### src/rtl/calc_unit_mc.sv
// Execute-stage datapath: operand select, capture, single-cycle ALU ops
// or an iterative shift-add multiply, with a registered ALUOut and flags.
module calc_unit_mc #(
    parameter int WIDTH   = 16,
    parameter int CONST_A = 2,
    parameter int CONST_B = 2
) (
    input  logic             clk,
    input  logic             reset,
    input  logic             in_valid,
    output logic             in_ready,
    input  logic [2:0]       alu_op,
    input  logic [1:0]       alu_src_a,
    input  logic [1:0]       alu_src_b,
    input  logic             pc_src,
    input  logic [WIDTH-1:0] pc,
    input  logic [WIDTH-1:0] reg_a,
    input  logic [WIDTH-1:0] reg_b,
    input  logic [WIDTH-1:0] imm,
    output logic [WIDTH-1:0] alu_now,
    output logic [WIDTH-1:0] alu_out,
    output logic             zero,
    output logic             negative,
    output logic             out_valid,
    output logic             busy,
    output logic [WIDTH-1:0] pc_next
);

    localparam int SHW = $clog2(WIDTH);

    localparam logic [2:0] OP_ADD = 3'd0;
    localparam logic [2:0] OP_SUB = 3'd1;
    localparam logic [2:0] OP_AND = 3'd2;
    localparam logic [2:0] OP_OR  = 3'd3;
    localparam logic [2:0] OP_XOR = 3'd4;
    localparam logic [2:0] OP_SLL = 3'd5;
    localparam logic [2:0] OP_SRA = 3'd6;
    localparam logic [2:0] OP_MUL = 3'd7;

    typedef enum logic [1:0] {
        IDLE = 2'd0,
        EXEC = 2'd1,
        MUL  = 2'd2
    } state_t;

    state_t state;
    state_t state_nxt;

    logic [WIDTH-1:0] src_a;
    logic [WIDTH-1:0] src_b;
    logic [WIDTH-1:0] op_a;
    logic [WIDTH-1:0] op_b;
    logic [2:0]       op;
    logic [WIDTH-1:0] acc;
    logic [WIDTH-1:0] acc_nxt;
    logic [WIDTH-1:0] mcand;
    logic [WIDTH-1:0] mplier;
    logic [SHW-1:0]   cnt;
    logic [SHW-1:0]   shamt;
    logic             last;
    logic             accept;
    logic             wb_en;
    logic [WIDTH-1:0] wb_val;

    assign accept = in_valid && in_ready;
    assign last   = (cnt == SHW'(WIDTH - 1));
    assign shamt  = op_b[SHW-1:0];

    always_comb begin
        src_a = '0;
        unique case (alu_src_a)
            2'd0: src_a = pc;
            2'd1: src_a = WIDTH'(CONST_A);
            2'd2: src_a = reg_a;
            2'd3: src_a = '0;
        endcase
    end

    always_comb begin
        src_b = '0;
        unique case (alu_src_b)
            2'd0: src_b = reg_b;
            2'd1: src_b = WIDTH'(CONST_B);
            2'd2: src_b = imm;
            2'd3: src_b = '0;
        endcase
    end

    // MUL reports 0 here; its product only ever appears on alu_out
    always_comb begin
        alu_now = '0;
        unique case (op)
            OP_ADD: alu_now = op_a + op_b;
            OP_SUB: alu_now = op_a + ~op_b + WIDTH'(1);
            OP_AND: alu_now = op_a & op_b;
            OP_OR:  alu_now = op_a | op_b;
            OP_XOR: alu_now = op_a ^ op_b;
            OP_SLL: alu_now = op_a << shamt;
            OP_SRA: alu_now = $unsigned($signed(op_a) >>> shamt);
            OP_MUL: alu_now = '0;
        endcase
    end

    assign acc_nxt = acc + (mplier[0] ? mcand : '0);

    always_ff @(posedge clk) begin
        if (reset) begin
            state <= IDLE;
        end else begin
            state <= state_nxt;
        end
    end

    always_comb begin
        state_nxt = state;
        unique case (state)
            IDLE: begin
                if (accept) begin
                    state_nxt = (alu_op == OP_MUL) ? MUL : EXEC;
                end
            end
            EXEC: state_nxt = IDLE;
            MUL: begin
                if (last) begin
                    state_nxt = IDLE;
                end
            end
            default: state_nxt = IDLE;
        endcase
    end

    always_comb begin
        in_ready = (state == IDLE);
        busy     = (state == MUL);
        wb_en    = (state == EXEC) || ((state == MUL) && last);
        wb_val   = (state == MUL) ? acc_nxt : alu_now;
    end

    always_ff @(posedge clk) begin
        if (reset) begin
            op_a      <= '0;
            op_b      <= '0;
            op       <= '0;
            acc       <= '0;
            mcand     <= '0;
            mplier    <= '0;
            cnt       <= '0;
            alu_out   <= '0;
            zero      <= 1'b1;
            negative  <= 1'b0;
            out_valid <= 1'b0;
        end else begin
            out_valid <= wb_en;
            if (accept) begin
                op_a   <= src_a;
                op_b   <= src_b;
                op     <= alu_op;
                acc    <= '0;
                mcand  <= src_a;
                mplier <= src_b;
                cnt    <= '0;
            end
            // one multiplier bit consumed per cycle, LSB first
            if (state == MUL) begin
                acc    <= acc_nxt;
                mcand  <= mcand << 1;
                mplier <= mplier >> 1;
                cnt    <= cnt + SHW'(1);
            end
            if (wb_en) begin
                alu_out  <= wb_val;
                zero     <= (wb_val == '0);
                negative <= wb_val[WIDTH-1];
            end
        end
    end

    assign pc_next = pc_src ? alu_out : alu_now;

endmodule

### config.mk
export PLATFORM = sky130hd
export DESIGN_NAME = calc_unit_mc
export DESIGN_NICKNAME = d
export VERILOG_FILES = /design/src/rtl/calc_unit_mc.sv
export SDC_FILE = /design/constraint.sdc
export NUM_CORES = 1
export LEC_CHECK = 0
export ABC_AREA = 0
export CAP_MARGIN = 10
export CELL_PAD_IN_SITES_DETAIL_PLACEMENT = 0
export CELL_PAD_IN_SITES_GLOBAL_PLACEMENT = 1
export CORE_MARGIN = 5
export CORE_UTILIZATION = 38
export CTS_BUF_LIST = sky130_fd_sc_hd__clkbuf_4 sky130_fd_sc_hd__clkbuf_8 sky130_fd_sc_hd__clkbuf_16
export DETAILED_ROUTE_END_ITERATION = 6
export PLACE_DENSITY = 0.78
export SYNTH_ARGS = -nofsm -noshare
export SYNTH_HDL_FRONTEND = slang
export SYNTH_SLANG_ARGS = --single-unit
### constraint.sdc
create_clock -name clk -period 3.7 [get_ports clk]
set_clock_uncertainty 0.05 [all_clocks]
set_input_delay 0.37 -clock clk [delete_from_list [all_inputs] [get_ports clk]]
set_output_delay 0.37 -clock clk [all_outputs]
set_load 0.005 [all_outputs]
==> run metrics <==
Worst path depth 12; Synth cell types 86; Die X 169.1 um; Mapped Cells 1236; antenna violation net count after detailed routing 0; Reg2Reg Setup Slack 0.10 ns; clock buffer count from CTS 9; GRT Total Usage 27.10%; Initial Util 38.41%; Synth Flop Type dfxtp_1; final cell count without fillers 1760; Post-Route Setup TNS 0 ns; die area 0.02858 mm2; Via-to-Cell Ratio 6.026; number of hold buffers added after CTS 0; WL/cell 23.01 um; Critical Path Start Type register; worst path bufs/invs 3; final setup fails 0; max cap viols 0; RR Endpoint zero; Mapped Area 0.009615 mm2; number of fill cells 2385; flops & latches, synth 107; worst vdd rail ir drop 0.2129 mV; status finished clean; unrepaired setup endpoints after global routing yes; Final Critical Period 3.696 ns; via count 10.61k; Final period util 99.90%; CP Max Fanout 9; relative slew slack 36.49%; Final Hold Viols 0; cell family with most CP delay compound AO/OA/AOI/OAI gates; Sink Count 107; share of cells above drive strength 1 24.55%; worst skew pair latency 0.37 ns; I/O Buffers 127; Yosys warnings 0; DP Area 0.01179 mm2; Critical Path RT 3.28 ns; Max clock buf depth 2; WP data arrival 3.28 ns; DR pass1 iterations 5; max-slew violation count 0; Vert. Die Dim 169.1 um; core area 0.02504 mm2; RR Startpoint op_a[2]; Post-Route WL 40.49 mm; Crit Path Category register to primary output; clk root buf clkbuf_16; Ant. Diodes 0; largest net degree at the start of global routing 70; First DRT Iteration DRCs 1285; number of synthesized flops with an enable pin 0; num ports 128; initial antenna violation count 0; Hold WC Path Type register to register; Critical path origin op_a[10]; largest stage delay on the critical path 0.46 ns; HPWL Detailed 30.72 mm; Leak 4.994 nW; HP Start acc[11]; clock-pin slew on the worst setup and hold paths 0.09 ns; post-layout net count 1567; first-pass GRT wire length 60.45 mm; # rows 58; Hold Crit Depth 2; critical-path cell list inv_1 > ha_2 > buf_4 > a21oi_1 > o21ai_1 > a31o_2 > a21oi_2 > nor2_1 > nor3_1 > o211ai_1 > mux2_2 > clkdlybuf4s50_1; sequential area share after synthesis 22.28%; Reg2Reg Depth 15; mean post-synth cell area 7.780 um2; vias in the first global route 9772; Layout area overhead 34.61%; syn nets 1378; Design Area, Final 0.01294 mm2; CTS tree built; ys async rst share 0%; Slew @ Worst Pin 0.9454 ns; H-tree depth 3; drt drc 0; gpl congestion 1.042; PD cells 287.5 mW/mm2; Cells after DPL 1710; crit path capture type primary output; Max Freq 270.5 MHz; Worst Hold Path EP acc[11]; remaining global-route overflow 0; CP max stage cell clkdlybuf4s50_1
-- layout by cell type, fill, tap and decap left out, drive strengths merged, types with 6 or more instances in the layout --
cell           instances
nand2                173
buf                  151
clkdlybuf4s50        113
dfxtp                107
a21oi                102
nor2                  84
ha                    64
mux2                  58
inv                   54
nand3                 50
o21ai                 37
a31oi                 34
nor3                  28
a211oi                26
mux2i                 19
and2                  18
mux4                  18
a21o                  16
o211ai                15
nand2b                15
a22oi                 14
nor2b                 14
xnor2                 13
o22ai                 12
nor4                  10
clkbuf                 9
o221ai                 8
o31ai                  8
a221oi                 8
nand3b                 7
o21a                   7
xor2                   7
dlymetal6s2s           7
a2111oi                7
a211o                  6
dlygate4sd2            6
o21bai                 6
nor3b                  6
-- per-layer routing --
metal	share of wire [%]	GRT usage, %
met3	8.2	4.507
met4	3.6	8.155
met5	0	0
met2	44	41.41
met1	44	39.21
-- stage by stage --
| stage | worst slack, ns | total power, W | hold WS, ns | utilization [%] |
|---|---|---|---|---|
| 2_1_floorplan | 0.2427 | 0.001929 | 0.3864 | - |
| 3_3_place_gp | -0.07156 | 0.002533 | 0.4000 | 47.11 |
| 3_5_place_dp | -0.08901 | 0.002532 | 0.4046 | 47.11 |
| 4_1_cts | -0.1079 | 0.003641 | 0.4191 | 50.23 |
| 5_1_grt | -0.1088 | 0.003867 | 0.4394 | 51.70 |
| 6_report | 0.003737 | 0.003722 | 0.4151 | 51.70 |
-- synthesized netlist by cell type (all sizes together) (19+ instances only) --
cell type,n,share of area (%)
nor3,28,1.5
clkbuf,69,2.7
dfxtp,107,22
a31oi,34,2.2
o21ai,37,1.9
a21oi,102,5.3
nand2,173,6.8
nor2,84,3.3
mux2,58,6.9
a211oi,26,2.1
buf,32,2.2
nand3,50,2.6
inv,52,2.1
mux2i,19,2.1
ha,64,8.3
-- cell families (layout without fill, tap and decap cells) --
logic type	after synthesis	in the layout	share of synthesized area, %
compound gates	353	353	25.10
xor+xnor	20	20	1.822
fa+ha+maj	67	67	8.953
buf+inv	153	347	6.962
flops	107	107	22.28
mux	95	95	13.19
simple gates	441	441	21.69
-- registers in the layout, indices dropped and copies added, names as in the netlist --
register and flops:
acc 16, alu_out 16, cnt 4, mcand 16, mplier 16, op 3
op_a 16, op_b 16, out_valid 1, state 2, zero 1
-- worst max-delay path by stage --
stage	endpoint	slack (ns)
after floorplan	zero	0.24
after global placement	pc_next[7]	-0.07
after detailed placement	pc_next[7]	-0.09
after CTS	pc_next[11]	-0.11
after global routing	pc_next[13]	-0.11
final	pc_next[13]	0.004
-- power breakdown --
| group | switching [W] | leakage (nW) | total, W | internal (W) |
|---|---|---|---|---|
| registers | 0.0000438 | 0.875 | 0.00125 | 0.00121 |
| clock network | 0.000512 | 0.153 | 0.00105 | 0.000539 |
| logic | 0.000727 | 3.97 | 0.00142 | 0.000695 |
| total | 0.00128 | 4.99 | 0.00372 | 0.00244 |
-- worst reg2reg max path: cells and delay by family (launching register included) --
kind                     cells  cell delay, ns
AO/OA/AOI/OAI                8            1.70
buffers and inverters        5            0.76
AND/OR/NAND/NOR              1            0.48
flip-flops                   1            0.32
adder cells (fa/ha/maj)      1            0.25
-- timing repair --
action | in CTS | in global routing
endpoints found under the setup margin | 25 | 21
pin swaps | 21 | 28
endpoints found under the hold margin | 0 | 0
gates resized for setup | 66 | 59
setup buffers | 15 | 18
cloned | 2 | 0
-- area by class of cell --
class | count | area (um2) | area share, %
Clock inverter | 7 | 86.33 | 0.6670
Inverter | 52 | 200.2 | 1.547
Sequential cell | 107 | 2157 | 16.67
Timing Repair Buffer | 279 | 2585 | 19.97
Multi-Input combinational cell | 976 | 7277 | 56.22
Clock buffer | 9 | 225.2 | 1.740
Tap cell | 330 | 412.9 | 3.190
No activity file was read; power rests on OpenSTA's default activity.
==> patch 1 (same settings) <==
The parameter `WIDTH` goes from 16 to 8.
--- a/src/rtl/calc_unit_mc.sv
+++ b/src/rtl/calc_unit_mc.sv
@@ -2,5 +2,5 @@
 // or an iterative shift-add multiply, with a registered ALUOut and flags.
 module calc_unit_mc #(
-    parameter int WIDTH   = 16,
+    parameter int WIDTH   = 8,
     parameter int CONST_A = 2,
     parameter int CONST_B = 2
Interface: changed (7 resized); port bits go from 128 to 72. No check against the original RTL was run, so the function may have changed too.
==> patch 1 against the unedited design <==
Sequential cell count decreased by 49; highest routed layer unchanged; clock power shrank 21%; design area shrank 55%; wire length is 65% lower; synthesized area is 52% lower; largest cell class unchanged; hold slack gained 0.0052 ns; non-clock buffer count down 189; setup slack improved by 0.11 ns; critical endpoint is now pc_next[5]; count of clock-buffer cells in the layout grew 2; combinational power is 65% lower; total power fell by 46%; die area fell by 49%.
==> patch 1: results (changes against the unedited design) <==
Compound-Gate Fraction of Synth Area 0.231 (-0.0198); Register Area 1160 sq um (-46%); routing usage on met1 0.273 (-0.119); largest net degree at the start of global routing 59 (-16%); mux cell area share after synthesis 0.108 (-0.0241); most frequent cells after synthesis nand2_1, dfxtp_1, a21oi_1; Placed Area 5450 sq um (-54%); first-pass GRT wire length 22800 um (-62%); wire length on met1 6590 um (-63%); clk slew on worst S/H paths 0.05 ns (-0.04 ns); Final Non-Filler Cells 788 (-55%); XOR/XNOR Fraction of Synth Area 0.0190 (+0.000758); GR Layer Usage met3 0.0341 (-0.0109); Seq power 682 uW (-45%); sequential element share of the synthesized area 0.252 (+0.0288); Fmax 278 MHz (+2.9%); share of layout cells above drive strength 1 0.125 (-0.121); Routed WL 14200 um (-65%); Fillers 1164 (-51%); Placement Setup Slack 0.302 ns (+0.391 ns); met2 wire len 6600 um (-63%); ranking of synthesized cells by area dfxtp_1, ha_1, nand2_1; Critical Path Source op_a[1]; Max-slew headroom 0.287 (-0.0780); met2 Use GR 0.323 (-0.0913); worst reg2reg path depth 10 (-5); Max IR drop VDD 0.230 mV (+7.9%); post-synthesis adder-cell area fraction 0.102 (+0.0129); critical path endpoint pc_next[5]; Max FO, Critical Path 3 (-6); Comb pwr share 0.248 (-0.134); CTS resizes 1 (-98%); status finished, final reports clean; Switching Power 560 uW (-56%); clock root buffer clkbuf_16; clk_lat worst skew 0.32 ns (-0.05 ns); comb pwr 500 uW (-65%); Syn Nets 654 (-53%); Total GRT Usage 0.198 (-0.0732); Yosys Warn Count 0 (unchanged); critical path arrival 3.17 ns (-0.11 ns); count of cell types in the netlist 75 (-13%); CTS max path bufs 2 (unchanged); cell count after synthesis 575 (-53%); post-CTS setup buffer count 0 (-15); number of global-route vias before repair 4210 (-57%); via density per instance 5.63 (-6.5%); quantity of I/O buffers inserted on ports 71 (-44%); Reg2Reg Setup Slack 1.07 ns (+0.97 ns); cell count after placement 772 (-55%); ys flop type dfxtp_1; drt initial violations 336 (-74%); Pleak 0.00220 uW (-56%); Nets 715 (-54%); wire length on met3 862 um (-74%); hpwl dp 11100 um (-64%); worst r2r src op_a[0]; GP Congestion 0.941 (-9.7%)
==> patch 1: worst max-delay path, stage by stage, from the launching register on <==
cell and delay (ns):
dfxtp_1 0.34, inv_1 0.11, ha_1 0.36, a21oi_2 0.21, o2111ai_1 0.21, or2_2 0.34
and3_1 0.18, or3_1 0.38, mux2_2 0.26, clkdlybuf4s50_1 0.44
==> patch 1: area by class of cell <==
class                           count  area share
Tap cell                          147      0.0318
Sequential cell                    58       0.201
Inverter                           32      0.0208
Clock buffer                       11      0.0437
Timing Repair Buffer               90       0.147
Clock inverter                      5     0.00909
Multi-Input combinational cell    445       0.547
==> patch 1: how the worst min path moves through the flow <==
stage	from	endpoint	slack (ns)	depth (start not counted)
final	acc[6]	acc[6]	0.42	2
after CTS	acc[6]	acc[6]	0.42	2
after floorplan	acc[3]	acc[3]	0.39	2
after global routing	cnt[1]	cnt[1]	0.44	2
after detailed placement	mplier[7]	mplier[7]	0.40	2
after global placement	alu_out[0]	alu_out[0]	0.40	2
==> patch 2 (config.mk and constraints unchanged) <==
Made on the original files. Make the reset (`reset`) asynchronous in 2 clocked blocks.
--- a/src/rtl/calc_unit_mc.sv
+++ b/src/rtl/calc_unit_mc.sv
@@ -104,5 +104,5 @@
     assign acc_nxt = acc + (mplier[0] ? mcand : '0);
 
-    always_ff @(posedge clk) begin
+    always_ff @(posedge clk or posedge reset) begin
         if (reset) begin
             state <= IDLE;
@@ -137,5 +137,5 @@
     end
 
-    always_ff @(posedge clk) begin
+    always_ff @(posedge clk or posedge reset) begin
         if (reset) begin
             op_a      <= '0;
Check against the original RTL: not equivalent (a bounded check fails within 4 cycles, from zero or initial values and one cycle with reset high; the reset may be asserted at any time).
==> patch 2 against the unedited design <==
The run now ends with negative setup slack left; synthesized area about the same; sequential cell count unchanged; non-clock buffer count increased by 54; count of clock-buffer cells in the layout unchanged; via count decreased by 6.0%; register-to-register slack improved by 0.06 ns; wire length decreased by 6.8%; setup slack got worse by 0.097 ns; design area increased by 4.6%; highest routed layer unchanged.
Power is not compared: it rests on default switching activity, and its combinational part moved more than twofold at a synthesized area within 25%.
==> patch 2: results (changes against the unedited design) <==
GP Congestion 0.964 (-7.5%); Routed WL 37700 um (-6.8%); cell count after synthesis 1093 (-12%); critical path arrival 3.37 ns (+0.09 ns); met2 Use GR 0.395 (-0.0193); Vias 9974 (-6.0%); wire length on met3 3140 um (-5.6%); ranking of synthesized cells by area dfrtp_1, ha_1, mux2i_1; final setup vio count 4 (+4); initial core utilization 0.384 (about the same); drt initial violations 891 (-31%); Syn Nets 1235 (-10%); routing usage on met1 0.351 (-0.0409); failing checks negative setup slack; hpwl dp 29200 um (-5.0%); number of global-route vias before repair 9737 (-0.36%); cell count after placement 1650 (-3.5%); worst min path class primary input to async pin; worst slew pin tran 0.829 ns (-0.116 ns); Placement Setup Slack -0.229 ns (-0.140 ns); average wire per standard cell 22.2 um (-3.3%); n_diodes 0 (unchanged); Max FO, Critical Path 4 (-5); count of cell types in the netlist 87 (+1.2%); Total GRT Usage 0.255 (-0.0162); status finished, violations left; Placed Area 12300 sq um (+4.0%); setup TNS -0.207 ns (-0.207 ns); Sequential Power Share 0.203; first-pass GRT wire length 57100 um (-5.6%); Slowest-stage cell, CP or4_4; Nets 1504 (-4.0%); met2 wire len 16800 um (-5.0%); share of layout cells above drive strength 1 0.296 (+0.0508); Async SR Flop Fraction 1.00 (+1.00); crit-path max cell delay 0.56 ns (+0.10 ns); PnR worst setup slack -0.0933 ns (-0.0970 ns); wire length on met1 16500 um (-8.0%); Top Family by Delay on Critical Path simple AND/OR/NAND/NOR gates; most frequent cells after synthesis nor2_1, dfrtp_1, nand2_1; largest net degree at the start of global routing 62 (-11%); GR Layer Usage met3 0.0626 (+0.0175); CTS buffer count 9 (unchanged)
==> patch 2: cell types whose count changed in the layout (fill, tap and decap cells not counted), sizes merged, moves of 11 or more <==
cell / unedited run / this run
nand2: 173 / 72
buf: 151 / 208
a31oi: 34 / 6
a21oi: 102 / 58
dfrtp: 0 / 106
nand3: 50 / 14
mux2i: 19 / 49
nor2: 84 / 109
dfxtp: 107 / 0
a221o: 1 / 33
inv: 54 / 65
a21o: 16 / 46
o21ai: 37 / 61
mux2: 58 / 34
==> patch 2: final timing paths <==
kind | cells past startpoint | from | slack, ns | end
worst min-delay path | 2 | reset | 0.36 | cnt[1]
max in group asynchronous | 3 | reset | 2.45 | zero
worst max-delay path | 12 | op_a[3] | -0.09 | pc_next[13]
worst max register to register | 12 | mplier[0] | 0.16 | zero
worst min register to register | 1 | mplier[15] | 0.44 | mplier[15]
min in group clk | 1 | mplier[15] | 0.44 | mplier[15]
==> patch 2: final cells by class <==
cell class / instances / area, sq um
clock buffers: 9 / 225
clock inverters: 7 / 91.3
fillers: 2293 / 11500
inverters: 67 / 256
multi-input cells: 844 / 6920
flip-flops and latches: 107 / 2690
well taps: 330 / 413
repair buffers: 333 / 2940
==> patch 2: repair_timing <==
action | 4_1_cts | 5_1_grt
setup buffers | 14 | 19
gates cloned | 0 | 1
endpoints found under the setup margin | 30 | 29
gates resized for setup | 121 | 80
pin swaps | 29 | 37
==> patch 2: cell families after synthesis <==
| group | share of synthesized area |
|---|---|
| fa+ha+maj | 0.0895 |
| buf+inv | 0.0671 |
| xor+xnor | 0.0191 |
| mux | 0.129 |
| simple gates | 0.157 |
| flops | 0.278 |
| compound gates | 0.260 |
